===== config.mk =====
export PLATFORM = sky130hd
export DESIGN_NAME = reg_bank_param
export DESIGN_NICKNAME = d
export VERILOG_FILES = /design/src/rtl/reg_bank_param.sv
export SDC_FILE = /design/constraint.sdc
export NUM_CORES = 1
export LEC_CHECK = 0
export CELL_PAD_IN_SITES_DETAIL_PLACEMENT = 2
export CELL_PAD_IN_SITES_GLOBAL_PLACEMENT = 2
export CORE_MARGIN = 2
export CORE_UTILIZATION = 45
export CTS_BUF_LIST = sky130_fd_sc_hd__clkbuf_4
export CTS_CLUSTER_SIZE = 25
export DETAILED_ROUTE_END_ITERATION = 12
export PLACE_DENSITY_LB_ADDON = 0.1
export SKIP_CTS_REPAIR_TIMING = 1
export SKIP_LAST_GASP = 1
export SLEW_MARGIN = 30
export SYNTH_ARGS = -nofsm -noshare
export SYNTH_HDL_FRONTEND = slang
export SYNTH_SLANG_ARGS = --single-unit
export TNS_END_PERCENT = 30

===== constraint.sdc =====
create_clock -name clk -period 4.4 [get_ports clk]
set_clock_uncertainty 0.2 [all_clocks]
set_input_delay 0.66 -clock clk [delete_from_list [all_inputs] [get_ports clk]]
set_output_delay 0.66 -clock clk [all_outputs]
set_load 0.005 [all_outputs]

===== src/rtl/reg_bank_param.sv =====
// Parametrised 2R/1W register bank with optional hard-wired zero register, write-to-read
// bypass, and a sequential clear engine that zeroes one entry per cycle.
module reg_bank_param #(
    parameter int DATA_W   = 32,
    parameter int ADDR_W   = 5,
    parameter bit ZERO_REG = 1'b1,
    parameter bit BYPASS   = 1'b1
) (
    input  logic              clk,
    input  logic              rst,
    input  logic              we,
    input  logic [ADDR_W-1:0] waddr,
    input  logic [DATA_W-1:0] wdata,
    input  logic [ADDR_W-1:0] raddr1,
    input  logic [ADDR_W-1:0] raddr2,
    output logic [DATA_W-1:0] rdata1,
    output logic [DATA_W-1:0] rdata2,
    input  logic              clr_req,
    output logic              ready
);

    localparam int NREGS = 2 ** ADDR_W;
    localparam logic [ADDR_W-1:0] LAST_ADDR = ADDR_W'(NREGS - 1);

    typedef enum logic {
        CLEAR = 1'b0,
        IDLE  = 1'b1
    } bankState;

    bankState          state;
    bankState          stateNext;
    logic [ADDR_W-1:0] cnt;
    logic [ADDR_W-1:0] cntNext;

    logic              memWe;
    logic [ADDR_W-1:0] memAddr;
    logic [DATA_W-1:0] memData;
    logic [DATA_W-1:0] mem [NREGS];

    logic              writeLegal;

    // A write to entry 0 is discarded when it is hard-wired to zero.
    assign writeLegal = we && !(ZERO_REG && (waddr == '0));
    assign ready      = (state == IDLE);

    // NOTE: sequential state uses non-blocking assignments so every register samples pre-edge values.
    always_ff @(posedge clk) begin
        if (!rst) begin
            state <= CLEAR;
            cnt   <= '0;
        end else begin
            state <= stateNext;
            cnt   <= cntNext;
        end
    end

    // NOTE: every signal driven here gets a default first, so no branch can infer a latch.
    always_comb begin
        stateNext = state;
        cntNext   = cnt;
        memWe     = 1'b0;
        memAddr   = waddr;
        memData   = wdata;
        case (state)
            CLEAR: begin
                memWe   = 1'b1;
                memAddr = cnt;
                memData = '0;
                if (cnt == LAST_ADDR) begin
                    stateNext = IDLE;
                end else begin
                    cntNext = cnt + ADDR_W'(1);
                end
            end
            IDLE: begin
                memWe = writeLegal;
                if (clr_req) begin
                    stateNext = CLEAR;
                    cntNext   = '0;
                end
            end
            default: begin
                stateNext = CLEAR;
                cntNext   = '0;
            end
        endcase
    end

    // NOTE: the array itself has no reset; the clear engine zeroes it and ready masks reads until then.
    always_ff @(posedge clk) begin
        if (rst && memWe) begin
            mem[memAddr] <= memData;
        end
    end

    function automatic logic [DATA_W-1:0] readPort(
        input logic              isReady,
        input logic [ADDR_W-1:0] addr,
        input logic [DATA_W-1:0] stored,
        input logic              wrLegal,
        input logic [ADDR_W-1:0] wrAddr,
        input logic [DATA_W-1:0] wrData
    );
        if (!isReady) begin
            return '0;
        end else if (ZERO_REG && (addr == '0)) begin
            return '0;
        end else if (BYPASS && wrLegal && (wrAddr == addr)) begin
            return wrData;
        end else begin
            return stored;
        end
    endfunction

    assign rdata1 = readPort(ready, raddr1, mem[raddr1], writeLegal, waddr, wdata);
    assign rdata2 = readPort(ready, raddr2, mem[raddr2], writeLegal, waddr, wdata);

endmodule

; ---- Word-level counts from Yosys, hierarchy flattened
; Memory sizes are Yosys's and may differ from the RTL's.
; Index checks and enable logic that the tools add are counted.
[op_classes]
reduce_logical = 9
mux = 17
eq_ne = 5
bitwise = 1
add_sub_neg = 1
[ops]
columns = operator, n
row1 = 2-to-1 mux 32 bit, 7
row2 = zero test 5 bit, 3
row3 = 2-to-1 mux 5 bit, 3
row4 = == test 5 bit, 2
row5 = one-hot mux 5 bit (2 select lines), 1
row6 = adder 5 x 1 -> 5 bit (second input constant), 1
row7 = == test 5 bit (second input constant), 1
row8 = logical AND 1 bit, 4
row9 = 2-to-1 mux 1 bit, 4
row10 = != test 2 bit (second input constant), 2
row11 = one-hot mux 1 bit (2 select lines), 2
row12 = AND reduction 2 bit, 1
row13 = zero test 1 bit, 1
row14 = inverter 1 bit, 1
[totals]
wordCells = 36
mem_count = 1
reg_bits = 6
out_inout_bits = 65
ramBits = 1024
in_bits = 51
[mem_list]
columns = name, words, width, read_ports, rd_ports_with_merged_regs, wr, line_no
row1 = mem, 32, 32, 2, 0, 1, 38  ; logic [DATA_W-1:0] mem [NREGS];

; ---- Logic depth before layout (Yosys ltp)
[depth]
depth_word = 7
ltp_mapped = 10
depth_no_buf = 7

; ---- Least setup slack after synthesis
; Ideal clock, no wire load.
[synth_path]
path_kind = input port to output port
from = input port raddr2[1]
to = output port rdata2[0]
cell_stages = 7
path_slack_ps = 896
path_buffers = 3
arrival_time_ps = 2644
cell_sequence = clkbuf_1 clkbuf_1 buf_1 mux4_2 mux4_2 nor2b_1 a211o_1
[synth_via]
elab_chain_cells = 5
[synth_rtl]
columns = element, line_no
row1 = start: declaration, 15  ; input logic [ADDR_W-1:0] raddr2,
row2 = "parallel branches: the longest is 3 deep, another holds memory read (32 x 32 bit)", n/a
row3 = 2-to-1 mux 32 bit *, 106  ; end else if (ZERO_REG && (addr == '0)) begin
row4 = 2-to-1 mux 32 bit *, 104  ; if (!isReady) begin
row5 = end: declaration, 17  ; output logic [DATA_W-1:0] rdata2,
; Mark *: on every way between the ends.

; ---- Worst setup path in the final report
[layout_path]
from = input port raddr2[0]
to = output port rdata2[31]
; Same word-level chain as after synthesis.

==> impl_metrics.json <==
{
  "synth.avg_cell_area_um2": 18.3,
  "pin_count": 116,
  "cts_root_buf": "clkbuf_4",
  "hold_depth": 2,
  "placed_cells": 4246,
  "rsz0062_at_grt": "yes",
  "utilization_pct": 53.7,
  "slew-limit-headroom_pct": 37.5,
  "htreeDepth": 5,
  "cts_tree": "done",
  "outcome": "complete, but fails checks",
  "r2r_cells": 7,
  "core-area_um2": 108000,
  "grt_max_degree": 73,
  "drcViolationCount": 0,
  "maxCapViolCount": 0,
  "die_w_um": 334,
  "power_leakage_nw": 20.3,
  "grt_overflow_total": 0,
  "fin_crit_ps": 4580,
  "path_delay_family": "buffers and inverters",
  "clockBufferDepth": 4,
  "ys.flop_type": "edfxtp_1",
  "clock_latency_ps": 1130,
  "synth-warning-count": 0,
  "ir_worst_vdd_uv": 224,
  "drt-vias-per-instance": 6.88,
  "critPathCaptureType": "output pin",
  "layout_common_cells": "edfxtp_1, mux4_2, clkbuf_4, mux2i_1, buf_4",
  "preCtsSetupSlack_ps": -276,
  "grt_usage_pct": 34.5,
  "failed_checks": "negative setup slack",
  "drt_first_iter_violations": 4140,
  "mostFrequentLayoutCell": "edfxtp_1",
  "hp-class": "input pin to register",
  "ys_seq_elements": 1030,
  "start_util_pct": 45.5,
  "setup_viol": 18,
  "routedWlPerCell_um": 40.5,
  "synth-edff-count": 1024,
  "startpoint_type": "input pin",
  "arrival_ps": 3720,
  "grt_pass1_wl_um": 270000,
  "power.net_switching_mw": 5.42,
  "worst_pin_slew_ps": 928,
  "fill_cells": 9312,
  "cp.depth": 11,
  "fin_nets": 3213,
  "setup_tns_ps": -1310,
  "critPathKind": "input pin to output pin",
  "clk_pin_slew_ps": 60,
  "cts.sinks": 1030,
  "antenna_found_initial": 7,
  "clockPowerShare_pct": 41.1,
  "fmax_mhz": 218,
  "synth_cell_types": 53,
  "syn-cell-area_um2": 48900,
  "power.share.combinational_pct": 9.0,
  "first_pass_iters": 6,
  "path_buf_inv": 6,
  "fin_ws_ps": -181,
  "dpl.hpwl_um": 117000,
  "cellPowerDensity_nw_per_um2": 372,
  "swShare_pct": 25.2,
  "postRouteAntennaNets": 0,
  "num_rows": 120,
  "totalWireLength_um": 192000,
  "cp_cell_sequence": "buf_8 -> buf_12 -> buf_12 -> buf_4 -> mux2i_1 -> o22ai_1 -> o32ai_1 -> a211oi_1 -> buf_4 -> a211o_1 -> clkdlybuf4s50_1",
  "critPathMaxFanout": 23,
  "synthArstFlopShare_pct": 0,
  "synth_nets": 2732,
  "numCtsBuffers": 301,
  "final_layout_size_suffix_gt1_share_pct": 38.5,
  "grt_pass1_vias": 35700,
  "io_buffers": 115,
  "die_area_um2": 111000,
  "yosysSeqAreaShare_pct": 63.1,
  "dr_total_vias": 32700,
  "slowest_delay_ps": 610,
  "die_y_um": 334,
  "p_int_mw": 16.0,
  "syn_to_final_growth_pct": 17.9,
  "seq_power_share_pct": 49.9,
  "worst_ep_required_time_ps": 3540,
  "netlist_instances": 2679,
  "gp_congestion": 0.870,
  "hold_viol": 0,
  "post-route-period-util_pct": 104,
  "final_cells": 4751,
  "maxSlewViolCount": 0,
  "slowest_stage": "o32ai_1"
}
synth_stat cells (all sizes together) (3+ instances only):
library cell / number / area, µm²
a211o: 34 / 298
a211oi: 18 / 135
a21boi: 7 / 52.6
a21oi: 81 / 405
a221o: 31 / 310
a221oi: 39 / 342
a22oi: 12 / 90.1
a31oi: 4 / 25.0
a32oi: 7 / 61.3
and2: 36 / 225
and3: 5 / 31.3
buf: 105 / 646
clkbuf: 110 / 413
dfxtp: 6 / 120
edfxtp: 1024 / 30700
inv: 8 / 30.0
mux2: 33 / 372
mux2i: 225 / 2250
mux4: 434 / 9770
nand2: 24 / 90.1
nand2b: 25 / 156
nand3: 10 / 50.1
nand3b: 5 / 37.5
nor2: 97 / 364
nor2b: 38 / 238
nor3: 28 / 140
nor4: 3 / 18.8
o21ai: 76 / 380
o221ai: 31 / 272
o22ai: 79 / 494
o32a: 3 / 30.0
or2: 8 / 50.1
or3: 4 / 25.0
xnor2: 5 / 43.8
xor2: 5 / 43.8
cells by family after synthesis:
| group | count (synthesis) | synth area share [%] |
|---|---|---|
| xor+xnor | 10 | 0.179 |
| compound gates | 436 | 6.16 |
| mux | 692 | 25.3 |
| fa+ha+maj | 2 | 0.0511 |
| simple gates | 286 | 2.97 |
| buf+inv | 223 | 2.22 |
| flops | 1030 | 63.1 |
flip-flops by register name, indices dropped and copies added, names as in the netlist:
| register | cells |
|---|---|
| cnt | 5 |
| mem | 1024 |
| ready | 1 |
power groups by stage:
stage / sequential, mW / clock, mW / combinational, mW
floorplan: 10.9 / 0 / 1.05
global placement: 10.9 / 0 / 1.85
detailed placement: 10.9 / 0 / 1.88
CTS: 10.7 / 8.96 / 1.89
global route: 10.7 / 9.44 / 1.98
finish: 10.7 / 8.82 / 1.93
through the flow:
| step | power, mW | hold slack (ps) | instance area, µm² |
|---|---|---|---|
| global placement | 12.8 | 378 | 53900 |
| finish | 21.5 | 206 | 57700 |
| detailed placement | 12.8 | 424 | 53900 |
| CTS | 21.6 | 94.7 | 57400 |
| global route | 22.1 | 163 | 57700 |
| floorplan | 12.0 | 328 | 48900 |
path summary, 6_finish.rpt:
kind | start | slack [ps] | endpoint
worst max register to register | ready | 960 | mem[30][25]
worst max-delay path | raddr2[0] | -180 | rdata2[31]
worst min-delay path | rst | 210 | cnt[4]
worst min register to register | cnt[1] | 440 | cnt[1]
final cells by class:
cell class | count | area (µm²) | area share [%]
diodes | 1 | 2.50 | 0.00434
clock buffers | 412 | 3090 | 5.36
clock inverters | 78 | 417 | 0.722
inverters | 8 | 35.0 | 0.0607
multi-input cells | 1426 | 17400 | 30.2
flip-flops and latches | 1030 | 30900 | 53.5
well taps | 1403 | 1760 | 3.04
repair buffers | 393 | 4130 | 7.15
metal layers:
metal  global-route usage (%)  part of all wire [%]  up-vias
met3                     7.09                   8.4      471
li1                         -                     -    12600
met5                        0                0.0094        -
met1                     44.5                    38    17800
met4                     15.4                   4.4        2
met2                     56.7                    49     1886
(Power assumes the default switching activity.)
